File: src/rtl/output_cdf_scale_pkg.sv
// Shared types and constants for the output pipeline: widths, latency, FSM states and the
// per-stage record carried through the restoring divider.
package output_pipe_pkg;

  localparam int unsigned CDF_W    = 20;
  localparam int unsigned PIX_W    = 8;
  localparam int unsigned NUM_W    = CDF_W + PIX_W;
  localparam int unsigned PIPE_LAT = 10;

  typedef enum logic [0:0] {
    StIdle,
    StRun
  } state_e;

  typedef struct packed {
    logic             valid;
    logic [NUM_W-1:0] rem;
    logic [CDF_W-1:0] den;
    logic [PIX_W-1:0] q;
    logic             ovf;
  } stage_t;

endpackage

File: src/rtl/output_cdf_scale_if.sv
// Frame/pixel bus between the CDF fetch stage (master) and the scaling stage (slave).
interface output_cdf_scale_if;
  import output_pipe_pkg::*;

  logic             FrameStart;
  logic [CDF_W-1:0] CdfMin;
  logic [CDF_W-1:0] CdfTotal;
  logic             StartIn;
  logic [CDF_W-1:0] DataIn;
  logic             StartOut;
  logic [PIX_W-1:0] PixelOut;
  logic             FrameDone;
  logic             DivErr;
  logic             Overrun;

  modport master (
    output FrameStart, CdfMin, CdfTotal, StartIn, DataIn,
    input  StartOut, PixelOut, FrameDone, DivErr, Overrun
  );

  modport slave (
    input  FrameStart, CdfMin, CdfTotal, StartIn, DataIn,
    output StartOut, PixelOut, FrameDone, DivErr, Overrun
  );

endinterface

File: src/rtl/output_cdf_scale_div_stage.sv
// One restoring-division step: resolves quotient bit Shift by comparing the partial
// remainder against den << Shift.
module cdf_div_stage
  import output_pipe_pkg::*;
#(
  parameter int unsigned Shift = 0
) (
  input  logic   clock,
  input  logic   reset_n,
  input  logic   i_flush,
  input  stage_t i_stage,
  output stage_t o_stage
);

  logic [NUM_W-1:0] w_dsh;
  logic             w_ge;
  logic             r_valid;
  logic [NUM_W-1:0] r_rem;
  logic [CDF_W-1:0] r_den;
  logic [PIX_W-1:0] r_q;
  logic             r_ovf;

  assign w_dsh = {{PIX_W{1'b0}}, i_stage.den} << Shift;
  assign w_ge  = (i_stage.rem >= w_dsh);

  always_ff @(posedge clock or negedge reset_n) begin
    if (!reset_n) begin
      r_valid <= 1'b0;
    end else begin
      r_valid <= i_stage.valid && !i_flush;
    end
  end

  always_ff @(posedge clock) begin
    r_rem <= w_ge ? (i_stage.rem - w_dsh) : i_stage.rem;
    r_den <= i_stage.den;
    r_q   <= {i_stage.q[PIX_W-2:0], w_ge};
    r_ovf <= i_stage.ovf;
  end

  assign o_stage = '{valid: r_valid, rem: r_rem, den: r_den, q: r_q, ovf: r_ovf};

endmodule

File: src/rtl/output_cdf_scale.sv
// Maps fetched CDF values to equalized pixels via a 10-cycle divider pipeline, and tracks
// frame completion. Define OUTPUT_CDF_SCALE_ROUND_EN for round-half-up instead of truncation.
module output_cdf_scale
  import output_pipe_pkg::*;
(
  input logic               clock,
  input logic               reset_n,
  output_cdf_scale_if.slave bus
);

  state_e           r_state, w_state_d;
  logic [CDF_W-1:0] r_cnt;
  logic [CDF_W-1:0] r_min, r_total;
  logic             r_in_valid;
  logic [CDF_W-1:0] r_in_data;
  logic             r_s0_valid;
  logic [NUM_W-1:0] r_s0_rem;
  logic [CDF_W-1:0] r_s0_den;
  logic             r_s0_ovf;
  logic             r_out_valid;
  logic [PIX_W-1:0] r_pixel;
  logic             r_frame_done;
  logic             r_div_err;
  logic             r_overrun;

  logic             w_accept, w_drop, w_count_en, w_last;
  logic [CDF_W-1:0] w_den, w_x;
  logic [NUM_W-1:0] w_num;
  logic [PIX_W-1:0] w_pixel;
  stage_t           w_st [PIX_W+1];
  logic             w_unused_rem;

  // A FrameStart in the same cycle as StartIn admits that sample into the new frame.
  assign w_accept = bus.StartIn && (bus.FrameStart || (r_state == StRun));
  assign w_drop   = bus.StartIn && !bus.FrameStart && (r_state == StIdle);

  // Entry stage works from the registered sample and the already-latched frame constants.
  assign w_den = r_total - r_min;
  assign w_x   = (r_in_data < r_min) ? '0 : (r_in_data - r_min);
`ifdef OUTPUT_CDF_SCALE_ROUND_EN
  assign w_num = (({{PIX_W{1'b0}}, w_x} << PIX_W) - {{PIX_W{1'b0}}, w_x})
               + NUM_W'(w_den >> 1);
`else
  assign w_num = ({{PIX_W{1'b0}}, w_x} << PIX_W) - {{PIX_W{1'b0}}, w_x};
`endif

  assign w_st[0] = '{valid: r_s0_valid, rem: r_s0_rem, den: r_s0_den, q: '0, ovf: r_s0_ovf};

  for (genvar g = 0; g < PIX_W; g++) begin : g_div
    cdf_div_stage #(
      .Shift(PIX_W - 1 - g)
    ) u_stage (
      .clock  (clock),
      .reset_n(reset_n),
      .i_flush(bus.FrameStart),
      .i_stage(w_st[g]),
      .o_stage(w_st[g+1])
    );
  end

  assign w_unused_rem = ^w_st[PIX_W].rem;

  assign w_pixel    = (w_st[PIX_W].den == '0) ? '0 :
                      (w_st[PIX_W].ovf ? '1 : w_st[PIX_W].q);
  assign w_count_en = w_st[PIX_W].valid && (r_state == StRun) && !bus.FrameStart;
  assign w_last     = w_count_en && ((r_cnt + CDF_W'(1)) == r_total);

  always_comb begin
    w_state_d = r_state;
    unique case (r_state)
      StIdle: if (bus.FrameStart) w_state_d = StRun;
      StRun: begin
        if (bus.FrameStart) begin
          w_state_d = StRun;
        end else if ((r_total == '0) || w_last) begin
          w_state_d = StIdle;
        end
      end
      default: w_state_d = StIdle;
    endcase
  end

  always_ff @(posedge clock or negedge reset_n) begin
    if (!reset_n) begin
      r_state      <= StIdle;
      r_cnt        <= '0;
      r_in_valid   <= 1'b0;
      r_s0_valid   <= 1'b0;
      r_out_valid  <= 1'b0;
      r_pixel      <= '0;
      r_frame_done <= 1'b0;
      r_div_err    <= 1'b0;
      r_overrun    <= 1'b0;
    end else begin
      r_state      <= w_state_d;
      r_in_valid   <= w_accept;
      r_s0_valid   <= r_in_valid && !bus.FrameStart;
      r_out_valid  <= w_st[PIX_W].valid && !bus.FrameStart;
      r_frame_done <= w_last;
      if (w_st[PIX_W].valid) r_pixel <= w_pixel;
      if (bus.FrameStart) begin
        r_cnt     <= '0;
        r_div_err <= (bus.CdfTotal == bus.CdfMin);
        r_overrun <= 1'b0;
      end else begin
        if (w_count_en) r_cnt <= r_cnt + CDF_W'(1);
        if (w_drop) r_overrun <= 1'b1;
      end
    end
  end

  always_ff @(posedge clock) begin
    if (bus.FrameStart) begin
      r_min   <= bus.CdfMin;
      r_total <= bus.CdfTotal;
    end
    r_in_data <= bus.DataIn;
    r_s0_rem  <= w_num;
    r_s0_den  <= w_den;
    r_s0_ovf  <= (r_in_data > r_total);
  end

  assign bus.StartOut  = r_out_valid;
  assign bus.PixelOut  = r_pixel;
  assign bus.FrameDone = r_frame_done;
  assign bus.DivErr    = r_div_err;
  assign bus.Overrun   = r_overrun;

endmodule

File: src/flat_wrapper.sv
// flat-port wrapper written by rule: the top's interface ports become plain ports
module output_cdf_scale_flat import output_pipe_pkg::*;
  (clock, reset_n, bus_FrameStart, bus_CdfMin, bus_CdfTotal, bus_StartIn, bus_DataIn, bus_StartOut, bus_PixelOut, bus_FrameDone, bus_DivErr, bus_Overrun);
  output_cdf_scale_if bus_i ();
  input logic clock;
  input logic reset_n;
  input wire logic [$bits(bus_i.FrameStart)-1:0] bus_FrameStart;
  input wire logic [$bits(bus_i.CdfMin)-1:0] bus_CdfMin;
  input wire logic [$bits(bus_i.CdfTotal)-1:0] bus_CdfTotal;
  input wire logic [$bits(bus_i.StartIn)-1:0] bus_StartIn;
  input wire logic [$bits(bus_i.DataIn)-1:0] bus_DataIn;
  output wire logic [$bits(bus_i.StartOut)-1:0] bus_StartOut;
  output wire logic [$bits(bus_i.PixelOut)-1:0] bus_PixelOut;
  output wire logic [$bits(bus_i.FrameDone)-1:0] bus_FrameDone;
  output wire logic [$bits(bus_i.DivErr)-1:0] bus_DivErr;
  output wire logic [$bits(bus_i.Overrun)-1:0] bus_Overrun;
  assign bus_i.FrameStart = bus_FrameStart;
  assign bus_i.CdfMin = bus_CdfMin;
  assign bus_i.CdfTotal = bus_CdfTotal;
  assign bus_i.StartIn = bus_StartIn;
  assign bus_i.DataIn = bus_DataIn;
  assign bus_StartOut = bus_i.StartOut;
  assign bus_PixelOut = bus_i.PixelOut;
  assign bus_FrameDone = bus_i.FrameDone;
  assign bus_DivErr = bus_i.DivErr;
  assign bus_Overrun = bus_i.Overrun;
  output_cdf_scale u_core (.clock(clock), .reset_n(reset_n), .bus(bus_i));
endmodule
File: config.mk
export PLATFORM = sky130hd
export DESIGN_NAME = output_cdf_scale_flat
export DESIGN_NICKNAME = d
export VERILOG_FILES = /design/src/rtl/output_cdf_scale_pkg.sv /design/src/rtl/output_cdf_scale_if.sv /design/src/rtl/output_cdf_scale_div_stage.sv /design/src/rtl/output_cdf_scale.sv /design/src/flat_wrapper.sv
export SDC_FILE = /design/constraint.sdc
export NUM_CORES = 1
export LEC_CHECK = 0
export CORE_MARGIN = 4
export CORE_UTILIZATION = 56
export DETAILED_ROUTE_END_ITERATION = 16
export GPL_TIMING_DRIVEN = 1
export PLACE_DENSITY = 0.76
export SYNTH_ARGS = -nofsm -noshare
export SYNTH_HDL_FRONTEND = slang
export SYNTH_SLANG_ARGS = --single-unit
File: constraint.sdc
create_clock -name clock -period 4.3 [get_ports clock]
set_clock_uncertainty 0.1 [all_clocks]
set_input_delay 1.075 -clock clock [delete_from_list [all_inputs] [get_ports clock]]
set_output_delay 1.075 -clock clock [all_outputs]
set_load 0.005 [all_outputs]
* After elaboration in Yosys (flattened, before gate mapping)
Cells that the tools add are included.
** Word-level totals
- Logic and storage cells :: 119
- RAM bits :: 0
- Output and inout bits :: 12
- Bits in registers :: 552
- Memories kept :: 0
- Memory bits (read-only) :: 0
- Bits in latches :: 0
- Input bits :: 64
** Cells by class
- Bitwise operators :: 1
- Multiply operators :: 0
- Add/sub/neg operators :: 11
- Shift-type cells :: 0
- Muxes and demuxes :: 18
- Div/mod/pow operators :: 0
- $lt $le $gt $ge :: 10
- Reductions and logical operators :: 23
- Equality and inequality tests :: 2
** Operator list (number)
- $mux W28 :: 7
- $mux W20 :: 3
- $eq A20 B20 Y1 :: 2
- $logic_not A20 Y1 :: 2
- $sub A20 B20 Y20 :: 2
- $ge A28 B20 Y1 :: 1
- $ge A28 B21 Y1 :: 1
- $ge A28 B22 Y1 :: 1
- $ge A28 B23 Y1 :: 1
- $ge A28 B24 Y1 :: 1
- $ge A28 B25 Y1 :: 1
- $ge A28 B26 Y1 :: 1
- $ge A28 B27 Y1 :: 1
- $sub A28 B20 Y28 :: 1
- $sub A28 B21 Y28 :: 1
- $sub A28 B22 Y28 :: 1
- $sub A28 B23 Y28 :: 1
- $sub A28 B24 Y28 :: 1
- $sub A28 B25 Y28 :: 1
- $sub A28 B26 Y28 :: 1
- $sub A28 B27 Y28 :: 1
- $add A20 B1 Y20 const B :: 1
- $gt A20 B20 Y1 :: 1
- $lt A20 B20 Y1 :: 1
- 8 further kinds :: 30

* Logic depth before layout (Yosys ltp)
Gate-level depths: netlist of run 1.
- Depth in word-level cells :: 7
- Depth in mapped cells :: 22
- Mapped depth without buffers :: 20

* Modules after synthesis
A second synthesis of run 1 with hierarchy kept.
** Unflattened totals
- Cell total of the unflattened synthesis :: 3230
- Area total of the unflattened synthesis :: 30189.0 um^2
** Modules (own cells, without submodules)
- output_cdf_scale :: area an instance 8465.6 um^2, instances 1, sequential area each 3458.3 um^2, cells each 884
- cdf_div_stage at u_core.g_div[7].u_stage :: area an instance 2879.0 um^2, instances 1, sequential area each 1166.1 um^2, cells each 322
- cdf_div_stage at u_core.g_div[0].u_stage :: area an instance 2802.7 um^2, instances 1, sequential area each 1166.1 um^2, cells each 290
- cdf_div_stage at u_core.g_div[4].u_stage :: area an instance 2741.4 um^2, instances 1, sequential area each 1166.1 um^2, cells each 282
- cdf_div_stage at u_core.g_div[5].u_stage :: area an instance 2721.4 um^2, instances 1, sequential area each 1166.1 um^2, cells each 304
- cdf_div_stage at u_core.g_div[3].u_stage :: area an instance 2692.6 um^2, instances 1, sequential area each 1166.1 um^2, cells each 298
- cdf_div_stage at u_core.g_div[1].u_stage :: area an instance 2655.0 um^2, instances 1, sequential area each 1166.1 um^2, cells each 283
- cdf_div_stage at u_core.g_div[2].u_stage :: area an instance 2620.0 um^2, instances 1, sequential area each 1166.1 um^2, cells each 285
- cdf_div_stage at u_core.g_div[6].u_stage :: area an instance 2611.3 um^2, instances 1, sequential area each 1166.1 um^2, cells each 282

* Worst setup path before layout of run 1
Ideal clock, no wire load.
- Kind :: flip-flop to flip-flop
- Start point :: register u_core.r_min[0]
- End point :: register u_core.r_s0_rem[24]
- Path slack :: -219 ps
- Cell stages (with the launch flop) :: 22
- Library setup time :: 72 ps
- Data arrival time :: 4346 ps
- Path through :: edfxtp_1 ha_1 fa_1 nand2b_1 a21oi_2 a31oi_2 a211oi_2 nor2b_1 buf_4 clkbuf_1 nor2_1 nand2_1 ha_1 a21o_1 a21oi_1 inv_1 a21oi_1 o211ai_2 o31a_1 a31o_2 a2111oi_2 xnor2_1
** On the way
- Word-level cells in the longest chain between the ends :: 3
- Elaborated cells on any way between the ends :: 4
- Classes of those cells :: add/sub (2); order compare (1); mux (1)
** Ends and longest elaborated chain
- from (decl) :: RTL line output_cdf_scale.sv:13 : logic [CDF_W-1:0] r_min, r_total;
- from (signal assigned) :: RTL line output_cdf_scale.sv:114 : r_min <= bus.CdfMin;
- $sub A20 B20 Y20 / $lt A20 B20 Y1 (equally long branches) :: RTL line output_cdf_scale.sv:39 : assign w_x = (r_in_data < r_min) ? '0 : (r_in_data - r_min);
- $mux W20 * :: RTL line output_cdf_scale.sv:39
- $sub A28 B20 Y28 * :: RTL line output_cdf_scale.sv:44 : assign w_num = ({{PIX_W{1'b0}}, w_x} << PIX_W) - {{PIX_W{1'b0}}, w_x};
- named net u_core.w_num[24] :: RTL line output_cdf_scale.sv:28 : logic [NUM_W-1:0] w_num;
- to (signal assigned) :: RTL line output_cdf_scale.sv:118 : r_s0_rem <= w_num;
- to (decl) :: RTL line output_cdf_scale.sv:17 : logic [NUM_W-1:0] r_s0_rem;
The timed path passes the listed nets; every way through them passes the cells marked *.
A chain may end at the register's enable or synchronous reset.

* Worst setup path after layout of run 1
Ends and elaborated chain as after synthesis.

==> results of run 1 <==
[placed cells by master, fill, tap and decap left out, types with 14 or more instances in the layout]
master             n
dfxtp_1          469
ha_1             225
nand2b_1          39
clkbuf_16         58
a211oi_1          16
nor2_1           177
a21oi_1          165
buf_4             72
or3_1             21
o21ai_0          171
a31oi_1           17
o31ai_1           15
nor3_1            50
xor2_1            94
a21o_1            75
o21bai_1          16
mux2_2            16
o21a_1            20
clkdlybuf4s50_1   73
nand4_1           33
a21boi_0          14
nor2b_1           44
edfxtp_1          40
nor4_1            29
and3_1            26
nand3_1           49
dfrtp_1           43
xnor2_1          152
inv_1            278
nand2_1          221
[state kept, by name, summed over array words and instances, names as in the netlist]
register and flops:
u_core.r_in_valid 1, u_core.g_div.u_stage.r_valid 8, u_core.bus.DivErr 1, u_core.r_s0_ovf 1, u_core.g_div.u_stage.r_q 36, u_core.bus.FrameDone 1
u_core.r_min 20, u_core.g_div.u_stage.r_rem 196, u_core.r_s0_rem 28, u_core.r_in_data 20, u_core.bus.Overrun 1, u_core.bus.StartOut 1
u_core.g_div.u_stage.r_ovf 8, u_core.g_div.u_stage.r_den 160, u_core.r_cnt 20, u_core.r_total 20, u_core.r_s0_valid 1, u_core.r_state 1
u_core.r_s0_den 20, u_core.bus.PixelOut 8
[worst max-delay path, delay by kind of cell, from the launching register on]
kind                       cells  cell delay, ps
adders and majority gates      3             760
xor gates and xnor gates       1             110
AOI/OAI and AO/OA              7            1570
buffers and inverters          1             160
DFF                            1             440
and+or+nand+nor                7             940
[path summary, 6_finish.rpt]
path / startpoint / endpoint / slack [ps] / depth (start not counted)
setup / recovery: u_core.r_min[0] / u_core.r_s0_rem[24] / 80 / 19
hold / removal: u_core.g_div[4].u_stage.r_q[3] / u_core.g_div[5].u_stage.r_q[4] / 220 / 0
setup reg to reg: u_core.r_min[0] / u_core.r_s0_rem[24] / 80 / 19
hold reg to reg: u_core.g_div[4].u_stage.r_q[3] / u_core.g_div[5].u_stage.r_q[4] / 220 / 0
max in group asynchronous: reset_n / u_core.r_cnt[12] / 2940 / 2
min in group asynchronous: reset_n / u_core.bus.DivErr / 410 / 1
[cells by family after synthesis]
family                   share of synthesized area, %
buffers and inverters                            4.84
AND/OR/NAND/NOR                                  14.6
multiplexers                                    0.913
XOR/XNOR                                         8.19
flip-flops                                       44.3
adder cells (fa/ha/maj)                          11.7
AO/OA/AOI/OAI                                    15.4
[metal layers]
layer  share of wire [%]  vias up
met1                  40     9383
met4                 4.8        0
met5                   0        -
li1                    -    10000
met2                  50      498
met3                 4.6      153
[cell type report]
cell class / count / area [sq um] / area share, %
clock buffers: 76 / 1630 / 5.35
clock inverters: 26 / 319 / 1.05
inverters: 283 / 1060 / 3.49
multi-input cells: 1916 / 13700 / 45.1
flip-flops and latches: 552 / 11700 / 38.3
well taps: 607 / 759 / 2.49
repair buffers: 148 / 1300 / 4.27
[through the flow]
step                      cells  power, uW  area, sq um
after global routing       3608      27600        30500
after CTS                  3599      25400        30200
after detailed placement   3495      20300        28200
final                      3608      25600        30500
after floorplan            2804      17400        26400
after global placement     3495      19800        28200
[timing repair]
item / in CTS / in global routing
buffers inserted: 2 / 9
gates resized for setup: 4 / 48
endpoints found under the setup margin: 3 / 24
hold endpoints to repair: 0 / 0
pin swaps: 2 / 27
cloned: 0 / 0
[report_power, final]
part           switching (uW)  leakage, uW  internal [uW]  total [uW]
logic                    6810      0.00779           5590       12400
clock network            1960     0.000951           3010        4980
registers                1030      0.00493           7160        8190
==> run metrics, run 1 <==
CP required 4680 ps; die width 225 microns; cell area after synthesis 0.0263 sq mm; # diodes 0; PortBufs 75; dominant synthesized flop cell dfxtp_1; initial antenna violation count 0; met2 Track Usage GR 43.6%; die area 0.0505 sq mm; GRT overflow 0; Setup WS pre-CTS -86.0 ps; Slew Limit Headroom 36.8%; setup tns final 0 ps; Mapped Nets 3,109; first-pass GRT wire length 99,400 microns; slowest stage delay, CP 440 ps; antenna-violating nets left 0; #FFs+latches synth 552; clock-pin slew on the worst setup and hold paths 60 ps; CP dominant cell by count ha_4; Ys Warns 0; Avg WL per Cell 16.8 microns; Iter 0 DRT Violations 1,218; Worst setup SP type flip-flop; Vias 20,000; CTS root buffer clkbuf_16; status finished, final reports clean; Starting Density 56.6%; hold buffer count at CTS 0; pin count of the biggest net entering global routing 62; worst-margin pin slew 942 ps; CTS sink count 552; fillers 3,715; Post-Route Utilization 65.6%; worst-path cell chain ha_4 -> fa_2 -> nand2b_4 -> a21oi_4 -> a31oi_4 -> a211oi_2 -> nor2b_2 -> buf_4 -> nor2_2 -> ha_4 -> and3_4 -> and2_4 -> nand4_1 -> or4_4 -> o211ai_2 -> o31a_1 -> a31o_4 -> a2111oi_4 -> xnor2_1; crit path time final 4220 ps; Synth-to-Final Area Change 15.8%; DRC 0; Final Max Slew Viols 0; vias per inst 5.56; Max VDD drop 0.508 mV; DIE HEIGHT 225 microns; TritonCTS clock tree yes; # setup viols final 0; worst hold path class reg -> reg; Post-Synthesis Cells 2,804; Yosys top cell by area dfxtp_1; M1 GR Usage 27.5%; number of global-route vias before repair 20,200; asr flop ratio synth 7.79%; WP data arrival 4600 ps; register area share after synthesis 44.3%; total CTS buffers 56; crit end category flip-flop; Final Hold Violating Endpoints 0; routability cong. 0.963; GR Layer Usage met3 3.88%; share of layout cells above drive strength 1 9.36%; RSZ-0062 raised after global routing yes; core area 0.0465 sq mm; crit path max fanout 4; Clk Latency, worst-skew pair 610 ps; drt total wl 60,600 microns; Final WS setup 78.0 ps; Rows 79; fmax 237 MHz; Global Route Usage Sum 23.9%; final hold slack 225 ps; max capacitance violation total 0; Synth top area share 35.7%; share of the clock period used by the worst path 98.2%; Cell Pwr Density 839 mW/mm^2; Synth top cells by count dfxtp_1 (469), inv_1 (282), ha_1 (232); most frequent cell after synthesis dfxtp_1; H-tree depth 2; Final nets 3,262; Worst Setup Path Type reg -> reg; I/O pin cnt 76; Longest Clk Path Bufs 3; post-synth cell types 95; Post-synth EDFFs 40; Leak 0.0137 uW; Detailed Routing Iterations Pass 1 6; top cells by area, synth dfxtp_1 (36%), ha_1 (11%), xnor2_1 (5.1%); DPL Wire Length 47,600 microns; slowest CP cell edfxtp_1; GRT Max-Usage Layer met2; syn_area_per_cell 9.38 sq um
Note: power is estimated with default switching activity, not from simulation.
==> inputs of run 2 (changes only) <==
--- a/config.mk
+++ b/config.mk
@@ -5,7 +5,6 @@
 export SDC_FILE = /design/constraint.sdc
 export NUM_CORES = 1
 export LEC_CHECK = 0
-export CORE_MARGIN = 4
 export CORE_UTILIZATION = 56
 export DETAILED_ROUTE_END_ITERATION = 16
 export GPL_TIMING_DRIVEN = 1
==> run 2 against run 1 <==
Critical path depth up 2. Critical endpoint is now u_core.r_s0_rem[23]. Cell area down 0.23%. Global-route usage up 1.3 points. Highest routed layer unchanged. Via count down 0.74%.
==> run metrics, run 2 (synthesis results as in run 1) <==
die width 219 microns; DPL Wire Length 47,000 microns; routability cong. 0.932; status finished, final reports clean; Vias 19,900; Worst setup SP type flip-flop; CP required 4660 ps; commonest non-fill, non-tap cell in the layout dfxtp_1; max capacitance violation total 0; Detailed Routing Iterations Pass 1 5; number of global-route vias before repair 19,800; die area 0.0479 sq mm; Synth-to-Final Area Change 15.5%; # setup viols final 0; core area 0.0465 sq mm; final hold slack 219 ps; Slew Limit Headroom 38.5%; Worst Setup Path Type reg -> reg; H-tree depth 2; crit path time final 4230 ps; drt total wl 59,900 microns; hold buffer count at CTS 0; CTS root buffer clkbuf_16; worst-margin pin slew 923 ps; Max VDD drop 0.619 mV; setup tns final 0 ps; PortBufs 75; Cell Pwr Density 838 mW/mm^2; I/O pin cnt 76; vias per inst 5.51; Leak 0.0137 uW; fillers 3,647; share of the clock period used by the worst path 98.4%; share of layout cells above drive strength 1 9.19%; Post-Route Utilization 65.4%; GRT overflow 0; WP data arrival 4590 ps; most frequent cells in the layout dfxtp_1 (469), inv_1 (278), ha_1 (226), nand2_1 (223), nor2_1 (177); Rows 79; Global Route Usage Sum 25.2%; DIE HEIGHT 219 microns; Regs by FF count u_core.g_div.u_stage.r_rem x196, u_core.g_div.u_stage.r_den x160, u_core.g_div.u_stage.r_q x36; clock-pin slew on the worst setup and hold paths 60 ps; RSZ-0062 raised after global routing yes; Clk Latency, worst-skew pair 600 ps; worst hold path class reg -> reg; Largest register FFs 196; area of the multi-input gates 0.0137 sq mm; pin count of the biggest net entering global routing 76; Starting Density 56.6%; Final nets 3,260; initial antenna violation count 0; Final Max Slew Viols 0; antenna-violating nets left 0; TritonCTS clock tree yes; Final Hold Violating Endpoints 0; first-pass GRT wire length 96,500 microns; crit path max fanout 7; CTS sink count 552; DRC 0; total CTS buffers 56; Biggest register u_core.g_div.u_stage.r_rem; Seq. cell area 0.0117 sq mm; Avg WL per Cell 16.6 microns; fmax 236 MHz; Longest Clk Path Bufs 3; crit end category flip-flop; Iter 0 DRT Violations 1,139
## run 2: layer usage
layer / routed length (microns) / up-vias / track usage [%]
met5: 0 / - / 0
li1: - / 10000 / -
met4: 2880 / 0 / 12.3
met2: 29700 / 453 / 46.0
met1: 24700 / 9278 / 28.5
met3: 2640 / 162 / 3.54
## run 2: power breakdown
group | switching (uW) | internal (uW) | total [uW] | leakage, uW
clock network | 1960 | 2930 | 4890 | 0.000960
logic | 6820 | 5570 | 12400 | 0.00778
registers | 1030 | 7160 | 8190 | 0.00493
## run 2: worst max-delay path, cell delays in order (launching register included)
cell,delay (ps)
edfxtp_1,400
ha_2,210
fa_2,340
nand2b_4,160
a21oi_4,190
a31oi_4,130
a211oi_2,230
nor2b_1,80
buf_4,160
buf_4,140
buf_6,140
a311o_4,390
ha_4,170
a21o_1,160
a21o_1,180
a21oi_2,150
inv_2,90
nor2_4,140
a31oi_4,110
a21oi_2,180
or2_4,150
o311ai_2,90
## run 2: cell type report
type / instances / area share, %
Tap cell: 607 / 2.50
Timing Repair Buffer: 146 / 4.23
Inverter: 283 / 3.50
Antenna cell: 1 / 0.00823
Sequential cell: 552 / 38.4
Clock inverter: 29 / 0.943
Multi-Input combinational cell: 1916 / 45.1
Clock buffer: 76 / 5.31
## run 2: worst paths after layout
path                                                 from                              to  slack (ps)  depth (start not counted)
max                                       u_core.r_min[0]             u_core.r_s0_rem[23]          70                         21
min                        u_core.g_div[4].u_stage.r_q[2]  u_core.g_div[5].u_stage.r_q[3]         220                          0
max reg2reg                               u_core.r_min[0]             u_core.r_s0_rem[23]          70                         21
min reg2reg                u_core.g_div[4].u_stage.r_q[2]  u_core.g_div[5].u_stage.r_q[3]         220                          0
max in group asynchronous                         reset_n                u_core.r_cnt[12]        2920                          2
min in group asynchronous                         reset_n          u_core.bus.PixelOut[2]         440                          1
## run 2: through the flow
stage               area [sq um]  worst slack [ps]  power [uW]  instances
finish                     30400              68.9       25500       3610
CTS                        30100              6.60       25300       3600
detailed placement         28200             -51.7       20300       3495
floorplan                  26400              11.8       17400       2804
global placement           28200             0.195       19800       3495
global route               30400              -128       27500       3609
## run 2: timing repair
item,CTS,global route
pin swaps,3,21
resized for setup,1,52
endpoints found under the setup margin,5,30
buffers inserted,0,9
==> inputs of run 3 (changes only) <==
--- a/config.mk
+++ b/config.mk
@@ -5,10 +5,10 @@
 export SDC_FILE = /design/constraint.sdc
 export NUM_CORES = 1
 export LEC_CHECK = 0
-export CORE_UTILIZATION = 56
+export CORE_UTILIZATION = 52
 export DETAILED_ROUTE_END_ITERATION = 16
 export GPL_TIMING_DRIVEN = 1
-export PLACE_DENSITY = 0.76
+export PLACE_DENSITY = 0.72
 export SYNTH_ARGS = -nofsm -noshare
 export SYNTH_HDL_FRONTEND = slang
 export SYNTH_SLANG_ARGS = --single-unit
==> run 3 against run 2 <==
The flow now finishes with violations (negative setup slack). Sequential share of layout area is 0.39 points lower. Combinational power hardly changed. Worst hold slack worse by 19 ps. Setup slack worse by 120 ps. Power is 1.5% higher. Die area is 7.6% higher. Cell area is 1.0% higher. First-iteration DRC count is 12% higher. Largest cell class unchanged.
==> run metrics, run 3 (synthesis results as in run 1) <==
status complete, but fails checks; violated checks negative setup slack; Vias 20,000; Final WS setup -51.4 ps; pin count of the biggest net entering global routing 76; I/O pin cnt 76; CP dominant cell by count nand2b_4; Slew Limit Headroom 30.8%; fillers 4,184; Starting Density 52.5%; Detailed Routing Iterations Pass 1 7; Setup WS pre-CTS -144 ps; Leak 0.0138 uW; DPL Wire Length 48,000 microns; vias per inst 5.41; most frequent cells in the layout dfxtp_1 (469), inv_1 (278), ha_1 (225), nand2_1 (221), nor2_1 (175); die area 0.0515 sq mm; Worst Setup Path Type reg -> reg; Regs by FF count u_core.g_div.u_stage.r_rem x196, u_core.g_div.u_stage.r_den x160, u_core.g_div.u_stage.r_q x36; Crit path max-delay family simple AND/OR/NAND/NOR gates; met2 Track Usage GR 45.4%; Worst setup SP type flip-flop; TritonCTS clock tree yes; GR Layer Usage met3 3.23%; Final Hold Violating Endpoints 0; crit path max fanout 8; drt total wl 61,400 microns; Total Power Consumption 25,900 uW; M1 GR Usage 27.2%; commonest non-fill, non-tap cell in the layout dfxtp_1; H-tree depth 2; worst-margin pin slew 1040 ps; Final nets 3,272; Iter 0 DRT Violations 1,280; clock-pin slew on the worst setup and hold paths 60 ps; Rows 82; worst hold path class reg -> reg; DRC 0; fmax 230 MHz; GRT overflow 0; share of the clock period used by the worst path 101%; number of global-route vias before repair 19,900; max capacitance violation total 0; first-pass GRT wire length 99,500 microns; routability cong. 0.967; CTS sink count 552; initial antenna violation count 0; WP data arrival 4770 ps; Clk Latency, worst-skew pair 630 ps; Max VDD drop 0.435 mV; Avg WL per Cell 16.7 microns; worst-path cell chain ha_2 -> fa_2 -> nand2b_4 -> a21oi_4 -> a31oi_4 -> a211oi_2 -> nand2b_4 -> nand2_4 -> ha_4 -> and3_4 -> and2_4 -> nand4_1 -> or4_4 -> o211ai_4 -> o31a_1 -> a31o_4 -> a2111oi_4 -> xnor2_1; GRT Max-Usage Layer met2; Cell Pwr Density 842 mW/mm^2; Seq. cell area 0.0117 sq mm; CP Buf/Inv Count 0; Longest Clk Path Bufs 3; Global Route Usage Sum 24.2%; PortBufs 75; final hold slack 200 ps; die width 227 microns; core area 0.0501 sq mm; total CTS buffers 57; antenna-violating nets left 0; # placed instances 3,567; Biggest register u_core.g_div.u_stage.r_rem; post-route insts no fill 3,689; CTS root buffer clkbuf_16; # setup viols final 4; slowest CP cell or4_4; area of the multi-input gates 0.0137 sq mm; Post-Route Utilization 61.3%; Largest register FFs 196; DIE HEIGHT 227 microns; RSZ-0062 raised after global routing yes; share of layout cells above drive strength 1 9.71%; crit path time final 4350 ps; Synth-to-Final Area Change 16.7%; Final Max Slew Viols 0; slowest stage delay, CP 560 ps; CP required 4720 ps; crit end category flip-flop
run 3: cell type report:
cell class / count / area share (%)
clock buffers: 83 / 5.52
multi-input cells: 1916 / 44.6
clock inverters: 25 / 1.15
inverters: 283 / 3.47
flip-flops and latches: 552 / 38.0
diodes: 1 / 0.00815
well taps: 672 / 2.74
repair buffers: 157 / 4.50
run 3: routing by layer:
layer | wire (microns) | up-vias
li1 | - | 10000
met2 | 31300 | 446
met1 | 25200 | 9362
met4 | 2500 | 0
met3 | 2410 | 138
met5 | 0 | -
run 3: report_power, final:
part           switching [uW]  internal, uW
sequential               1030          7160
combinational            6850          5630
clock                    2070          3120
total                    9950         15900
run 3: path summary, 6_finish.rpt:
check,from,end,slack (ps),cells past startpoint
worst max-delay path,u_core.r_min[0],u_core.r_s0_rem[24],-50,18
worst min-delay path,u_core.g_div[6].u_stage.r_q[5],u_core.g_div[7].u_stage.r_q[6],200,0
worst max register to register,u_core.r_min[0],u_core.r_s0_rem[24],-50,18
worst min register to register,u_core.g_div[6].u_stage.r_q[5],u_core.g_div[7].u_stage.r_q[6],200,0
max in group asynchronous,reset_n,u_core.r_cnt[13],3130,2
min in group asynchronous,reset_n,u_core.bus.PixelOut[0],430,2
run 3: per-stage QoR:
step                instance area (sq um)  TNS [ps]
floorplan                           26400         0
global placement                    28300         0
detailed placement                  28300      -193
CTS                                 30400         0
global route                        30700     -1440
finish                              30700      -102
run 3: timing repair:
item	in CTS	in global routing
buffers inserted	1	14
pin swaps	3	31
gates resized for setup	1	50
hold buffers	0	0
endpoints found under the setup margin	4	20
